===== src/rtl/pipe_adder_pkg.sv =====
// pipe_adder_pkg: shared constants, types and helpers for the pipelined adder.
//   DEF_WIDTH / DEF_CHUNK : default operand width and bits added per stage
//   op_e                  : operation select encoding (add / subtract)
//   calc_stages()         : WIDTH/CHUNK, or 0 when CHUNK does not divide WIDTH
package pipe_adder_pkg;

  localparam int unsigned DEF_WIDTH = 32;
  localparam int unsigned DEF_CHUNK = 8;

  typedef enum logic {
    OP_ADD = 1'b0,
    OP_SUB = 1'b1
  } op_e;

  // A zero result marks an illegal configuration; the top refuses to elaborate it.
  function automatic int unsigned calc_stages(input int unsigned width,
                                              input int unsigned chunk);
    if (chunk == 0 || width == 0 || (width % chunk) != 0) return 0;
    return width / chunk;
  endfunction

endpackage


===== src/rtl/pipe_add_stage.sv =====
// pipe_add_stage: one CHUNK-bit ripple segment of the pipelined adder.
//   clk, rst_n    : clock, asynchronous active-low reset
//   en            : pipeline advance; all registers hold when low
//   in_valid      : valid bit travelling with this segment's operands
//   a, b, cin     : chunk operands (b already inverted for subtract) and carry-in
//   out_valid     : registered valid
//   s, cout       : registered chunk sum and carry out of the chunk MSB
//   cmsb          : registered carry into the chunk MSB (for signed overflow)
module pipe_add_stage
  import pipe_adder_pkg::*;
#(
  parameter int unsigned CHUNK = DEF_CHUNK
) (
  input  logic             clk,
  input  logic             rst_n,
  input  logic             en,
  input  logic             in_valid,
  input  logic [CHUNK-1:0] a,
  input  logic [CHUNK-1:0] b,
  input  logic             cin,
  output logic             out_valid,
  output logic [CHUNK-1:0] s,
  output logic             cout,
  output logic             cmsb
);

  logic [CHUNK-1:0] s_n;
  logic [CHUNK:0]   c;

  always_comb begin
    s_n  = '0;
    c    = '0;
    c[0] = cin;
    for (int unsigned i = 0; i < CHUNK; i++) begin
      s_n[i]  = a[i] ^ b[i] ^ c[i];
      c[i+1]  = (a[i] & b[i]) | (c[i] & (a[i] ^ b[i]));
    end
  end

  always_ff @(posedge clk or negedge rst_n) begin
    if (!rst_n) begin
      out_valid <= 1'b0;
      s         <= '0;
      cout      <= 1'b0;
      cmsb      <= 1'b0;
    end else if (en) begin
      out_valid <= in_valid;
      s         <= s_n;
      cout      <= c[CHUNK];
      cmsb      <= c[CHUNK-1];
    end
  end

endmodule


===== src/rtl/pipe_adder.sv =====
// pipe_adder: pipelined WIDTH-bit add/subtract, one CHUNK-bit ripple per stage,
// latency STAGES = WIDTH/CHUNK cycles, throughput one per cycle.
//   clk, rst_n           : clock, asynchronous active-low reset
//   in_valid / in_ready  : operand handshake
//   a, b, cin, sub       : operands; sub=0 a+b+cin, sub=1 a-b-cin
//   out_valid / out_ready: result handshake
//   sum, cout, ovf       : result mod 2^WIDTH, carry / not-borrow, signed overflow
// Build option: define PIPE_ADDER_SAT_EN to saturate sum on signed overflow.
module pipe_adder
  import pipe_adder_pkg::*;
#(
  parameter int unsigned WIDTH = DEF_WIDTH,
  parameter int unsigned CHUNK = DEF_CHUNK
) (
  input  logic             clk,
  input  logic             rst_n,
  input  logic             in_valid,
  output logic             in_ready,
  input  logic [WIDTH-1:0] a,
  input  logic [WIDTH-1:0] b,
  input  logic             cin,
  input  logic             sub,
  output logic             out_valid,
  input  logic             out_ready,
  output logic [WIDTH-1:0] sum,
  output logic             cout,
  output logic             ovf
);

  localparam int unsigned STAGES = calc_stages(WIDTH, CHUNK);

  if (STAGES == 0) begin : g_bad_cfg
    $error("pipe_adder: WIDTH must be a nonzero multiple of CHUNK");
  end

  op_e              op;
  logic [WIDTH-1:0] bx;
  logic             c0;
  logic             adv;
  logic [WIDTH-1:0] raw;

  // Triangular use of the square arrays: a_dly/b_dly[s][c] holds operand chunk c
  // (c > s) after s+1 register stages; lo[s][c] holds finished sum chunk c (c < s)
  // aligned with stage s. Unused corners are never written or read.
  logic [CHUNK-1:0] a_dly [STAGES][STAGES];
  logic [CHUNK-1:0] b_dly [STAGES][STAGES];
  logic [CHUNK-1:0] lo    [STAGES][STAGES];

  logic [CHUNK-1:0] st_a    [STAGES];
  logic [CHUNK-1:0] st_b    [STAGES];
  logic [CHUNK-1:0] st_s    [STAGES];
  logic             st_cin  [STAGES];
  logic             st_vin  [STAGES];
  logic             st_v    [STAGES];
  logic             st_cout [STAGES];
  logic             st_cmsb [STAGES];

  assign op = op_e'(sub);

  // Subtract as a + ~b + ~cin so the final carry is already the not-borrow.
  always_comb begin
    bx = (op == OP_SUB) ? ~b : b;
    c0 = (op == OP_SUB) ? ~cin : cin;
  end

  assign out_valid = st_v[STAGES-1];
  assign adv       = out_ready | ~out_valid;
  assign in_ready  = adv;

  for (genvar k = 0; k < STAGES; k++) begin : g_stage
    if (k == 0) begin : g_first
      assign st_a[k]   = a[CHUNK-1:0];
      assign st_b[k]   = bx[CHUNK-1:0];
      assign st_cin[k] = c0;
      assign st_vin[k] = in_valid;
    end else begin : g_next
      assign st_a[k]   = a_dly[k-1][k];
      assign st_b[k]   = b_dly[k-1][k];
      assign st_cin[k] = st_cout[k-1];
      assign st_vin[k] = st_v[k-1];
    end

    pipe_add_stage #(.CHUNK(CHUNK)) u_stage (
      .clk       (clk),
      .rst_n     (rst_n),
      .en        (adv),
      .in_valid  (st_vin[k]),
      .a         (st_a[k]),
      .b         (st_b[k]),
      .cin       (st_cin[k]),
      .out_valid (st_v[k]),
      .s         (st_s[k]),
      .cout      (st_cout[k]),
      .cmsb      (st_cmsb[k])
    );
  end

  always_ff @(posedge clk or negedge rst_n) begin
    if (!rst_n) begin
      for (int unsigned s = 0; s < STAGES; s++) begin
        for (int unsigned c = 0; c < STAGES; c++) begin
          a_dly[s][c] <= '0;
          b_dly[s][c] <= '0;
          lo[s][c]    <= '0;
        end
      end
    end else if (adv) begin
      for (int unsigned s = 0; s < STAGES; s++) begin
        for (int unsigned c = 0; c < STAGES; c++) begin
          if (c > s) begin
            if (s == 0) begin
              a_dly[s][c] <= a[c*CHUNK +: CHUNK];
              b_dly[s][c] <= bx[c*CHUNK +: CHUNK];
            end else begin
              a_dly[s][c] <= a_dly[s-1][c];
              b_dly[s][c] <= b_dly[s-1][c];
            end
          end
          if (c < s) begin
            if (c == s - 1) lo[s][c] <= st_s[c];
            else            lo[s][c] <= lo[s-1][c];
          end
        end
      end
    end
  end

  always_comb begin
    raw = '0;
    for (int unsigned c = 0; c + 1 < STAGES; c++) begin
      raw[c*CHUNK +: CHUNK] = lo[STAGES-1][c];
    end
    raw[(STAGES-1)*CHUNK +: CHUNK] = st_s[STAGES-1];
  end

  assign cout = st_cout[STAGES-1];
  assign ovf  = st_cout[STAGES-1] ^ st_cmsb[STAGES-1];

`ifdef PIPE_ADDER_SAT_EN
  // On overflow the wrapped MSB is the inverse of the true sign.
  assign sum = ovf ? {~raw[WIDTH-1], {(WIDTH-1){raw[WIDTH-1]}}} : raw;
`else
  assign sum = raw;
`endif

endmodule


===== config.mk =====
export PLATFORM = sky130hd
export DESIGN_NAME = pipe_adder
export DESIGN_NICKNAME = d
export VERILOG_FILES = /design/src/rtl/pipe_adder_pkg.sv /design/src/rtl/pipe_add_stage.sv /design/src/rtl/pipe_adder.sv
export SDC_FILE = /design/constraint.sdc
export NUM_CORES = 1
export LEC_CHECK = 0
export BUFFER_PORTS_ARGS = -buffer_cell sky130_fd_sc_hd__buf_2
export CORE_ASPECT_RATIO = 0.6
export CORE_MARGIN = 2
export CORE_UTILIZATION = 40
export DETAILED_ROUTE_END_ITERATION = 7
export SYNTH_ARGS = -nofsm -noshare
export SYNTH_HDL_FRONTEND = slang
export SYNTH_SLANG_ARGS = --single-unit

===== constraint.sdc =====
create_clock -name clk -period 8.8 [get_ports clk]
set_input_delay 0.88 -clock clk [delete_from_list [all_inputs] [get_ports clk]]
set_output_delay 0.88 -clock clk [all_outputs]
set_load 0.02 [all_outputs]

==> results by stage <==
Clocking:
- The number of buffers added to fix hold violations after cts is 0.
- The number of gates resized after CTS was 0.
- The TritonCTS clock tree is done.
- The buffers inserted during post-CTS setup optimization is 0.
- After clock tree synthesis, the clock-pin slew on the worst setup and hold paths is approximately 0.070 ns.
- The cell at the root of the clock tree is clkbuf_16.
- The total clock buffers created by CTS is 17.
- The clock latency reported for the late side of the worst-skew pair is approximately 0.43 ns.
- The maximum level of the CTS H-tree is 4.
- The tree built by TritonCTS fans out to 185 sinks.
- Counting along the longest clock path gives a buffer depth of 2.

Worst setup path:
- The data arrival time of the worst path is 5.08 ns.
- The required time at the worst-slack endpoint is 9.11 ns.
- The worst setup path category is input port to register.
- The worst setup path is captured at a register.
- STA classifies the critical path startpoint as an input port.
- The number of cells on the worst reg-to-reg path is 12.
- Of all nets on the critical path, the largest fanout is 33.

Timing:
- For the pin with the worst max-slew slack, the measured transition is 0.924 ns.
- Setup repair after global routing left no endpoint under its margin.
- The post-layout minimum cycle time is 4.77 ns.
- After layout, the worst setup slack is 4.03 ns.
- The number of pins exceeding their max-slew limit in the final report is 0.
- Measured against its own limit, the worst slew margin works out to 38.4%.
- Based on the critical path, the design can be clocked at up to 210 MHz.
- The count of endpoints failing setup in the final report is 0.
- For the final routed database, the setup TNS stands at 0 ns.
- The setup skew after layout is 0.00811 ns.
- The final number of hold-violating endpoints is 0.
- Of the available clock period, the critical path in the final layout requires 54.2%.

Final layout:
- The number of nets at the end of the flow is 712.
- The fill cell total of the finished layout is roughly 1,800.
- The area growth from synthesis to layout is 13.5%.
- In the final layout, the share of cells above drive strength 1 is approximately half.
- The count of inserted antenna diode cells is 0.
- Measured on the finished design, the core utilization comes to 46.4%.

Detailed routing:
- Summing over every cut layer, the via total after detailed routing is 4,131.
- For this block, the initial DRC count from the detailed router was 187.
- For this run, design rule violations remaining after detail routing come to 0.
- In the final routed layout, each cell accounts on average for 17.1 um.
- For this block, the routed nets add up to 15.5 mm of wire.
- The remaining number of nets flagged by the antenna check after routing is 0.
- In the routed layout, each cell is associated on average with a via count of 4.58.
- Before antenna repair, the detailed router went through 4 iterations.

Yosys:
- The Yosys step of the flow raised 0 warnings.
- Summing the areas of all fa, ha and maj instances in the mapped netlist gives 7.41% of the synthesized area.
- The gate count after technology mapping is approximately 530.
- Sequential cells were found to cover 53.5% of the synthesized design area.
- The simple-gate share of the synthesized area is 1.36%.
- The complex-gate fraction of the synthesized area is 0.810%.
- The cell area after synthesis is 8650 um2.
- The post-synthesis share of cell area spent on xor and xnor gates is 3.44%.
- The multiplexer share of the synthesized area is 27.4%.
- After synthesis, the largest family of logic cells by area is multiplexers.
- Each instance of the synthesized netlist takes up on average 16.2 um2.
- Yosys mapped the design onto 15 distinct sky130hd cell types.
- The number of nets handed over by synthesis was 635.
- After synthesis the netlist holds a flip-flop and latch count of 185.

Place:
- The count of buffers added on input and output ports is 105.
- The post-detailed-placement half-perimeter wirelength is 10.6 mm.
- Timing analysis after detailed placement gives a worst setup slack of between 3 and 4 ns.
- The final weighted congestion in routability-driven placement is 0.759.

Pwr:
- In this run the static leakage power is 4.71 nW.
- The net load switching power is 0.00116 W.
- Of the total power, the share spent switching nets is 31.6%.
- Cell internal power was estimated by the tool at about 0.0025 W.
- Of the total power, registers draw about two fifths.
- The combinational share of power is between 30% and 40%.
- Power spread over the standard cell area amounts to between 300 and 400 nW/um2.
- The part of the power in the clock network is roughly 23%.
- VDD sags by at most 0.000160 V.

Floorplan:
- approximately 110 I/O pins were placed.
- The width of the chip is 194 um.
- The floorplan step defined a die boundary enclosing 22,900 um2.
- The die height is around 120 um.
- The starting density of the core is 40.9%.
- After floorplanning, the core was divided into between 40 and 50 placement rows.
- The core region area is approximately 21,000 um2.

GRT:
- Entering global routing, the biggest net connects approximately 120 pins.
- The global-route wire length before repair is 25.7 mm.
- The number of antenna violations at the first check in global routing came to 1.
- Global routing used 14.7% of the available tracks across all layers.
- The total global routing overflow is 0.
- The via count of the first global-routing pass is 4,490.

Worst hold path:
- The instance count along the most critical hold path is 1.
- The class of the tightest hold or removal check is register to register.

Flow run:
- The tool flagged a number of max-cap violations equal to 0.

Status:
- The flow ran to the end, and the final reports show no timing, DRC or antenna violations.
power by group through the flow:
stage | Combinational [W] | Sequential (W) | Clock (W)
3_3_place_gp | 0.00135 | 0.00149 | 0
2_1_floorplan | 0.00113 | 0.00145 | 0
3_5_place_dp | 0.00139 | 0.00151 | 0
6_report | 0.00136 | 0.00148 | 0.000830
4_1_cts | 0.00139 | 0.00149 | 0.000856
5_1_grt | 0.00149 | 0.00154 | 0.000897
cell families after synthesis:
kind of cell	Yosys count
AOI/OAI and AO/OA	14
xor gates and xnor gates	34
adders and majority gates	32
buffers and inverters	82
DFF	185
muxes	170
and+or+nand+nor	16
Yosys cell counts (all sizes together):
cell type	count	area share, %
a21oi	14	0.81
buf	49	4.7
clkbuf	2	0.087
dfrtp	185	54
fa	32	7.4
inv	31	1.3
mux2	168	27
mux2i	2	0.23
nand2b	2	0.14
nor3b	14	1.2
xnor2	9	0.91
xor2	25	2.5
final timing paths:
path	start	endpoint	slack (ns)
worst min register to register	g_stage[2].u_stage.out_valid$_DFFE_PN0P_	g_stage[3].u_stage.out_valid$_DFFE_PN0P_	0.49
min in group asynchronous	rst_n	sum[16]$_DFFE_PN0P_	0.53
worst max-delay path	sub	g_stage[0].u_stage.s[7]$_DFFE_PN0P_	4.03
max in group asynchronous	rst_n	a_dly[64]$_DFFE_PN0P_	6.82
worst max register to register	a_dly[112]$_DFFE_PN0P_	g_stage[1].u_stage.s[7]$_DFFE_PN0P_	4.85
worst min-delay path	g_stage[2].u_stage.out_valid$_DFFE_PN0P_	g_stage[3].u_stage.out_valid$_DFFE_PN0P_	0.49
registers in the layout (all words and copies together), names as in the netlist:
register / cells
a_dly: 48
b_dly: 48
g_stage.u_stage.cmsb: 1
g_stage.u_stage.cout: 4
g_stage.u_stage.out_valid: 4
g_stage.u_stage.s: 32
lo: 24
sum: 24
layer usage:
metal / part of all wire, % / vias up / routed length (um) / GRT usage [%]
li1: - / 1906 / - / -
met1: 53 / 2123 / 8230 / 22.5
met2: 40 / 89 / 6200 / 19.2
met3: 5.6 / 13 / 860 / 5.19
met4: 1.1 / 0 / 164 / 4.40
met5: 0 / - / 0 / 0
worst max-delay path, stage by stage:
cell and delay (ns):
buf_2 0.08, buf_4 0.46, xnor2_1 0.18, fa_1 0.40, inv_1 0.08, fa_1 0.20, inv_1 0.07, fa_1 0.40
fa_1 0.41, fa_1 0.40, fa_1 0.40, fa_1 0.36, inv_1 0.07, fa_1 0.40, mux2_4 0.26
cells in the final DEF (no fill, tap or decap):
cell / netlist / final
clkbuf_8: 0 / 3
bufinv_16: 0 / 4
a21oi_1: 14 / 14
inv_6: 0 / 2
buf_4: 24 / 3
inv_1: 31 / 31
xnor2_1: 9 / 9
clkinvlp_4: 0 / 3
mux2_4: 121 / 121
buf_12: 0 / 1
nand2b_4: 0 / 1
nand2b_1: 2 / 1
mux2i_1: 2 / 2
xor2_1: 25 / 25
nor3b_1: 14 / 14
fa_1: 32 / 32
clkinv_4: 0 / 3
clkbuf_16: 0 / 17
clkinv_2: 0 / 1
dfrtp_1: 185 / 185
buf_2: 9 / 104
mux2_2: 47 / 47
per-stage QoR:
step                      hold slack [ns]  cell area, um2  cells  power (W)
after floorplan                     0.435            8650    533    0.00258
after global placement              0.444            9170    870    0.00284
after detailed placement            0.464            9170    870    0.00289
after CTS                           0.491            9820    902    0.00374
after global routing                0.512            9820    902    0.00393
final                               0.488            9820    902    0.00368
layout make-up:
class,count,area [um2],share of cell area (%)
repair buffers,109,577,5.88
multi-input cells,266,3500,35.7
inverters,31,116,1.19
well taps,279,349,3.56
clock inverters,13,191,1.95
flip-flops and latches,185,4630,47.2
clock buffers,19,453,4.61
No activity file was read; power rests on OpenSTA's default activity.
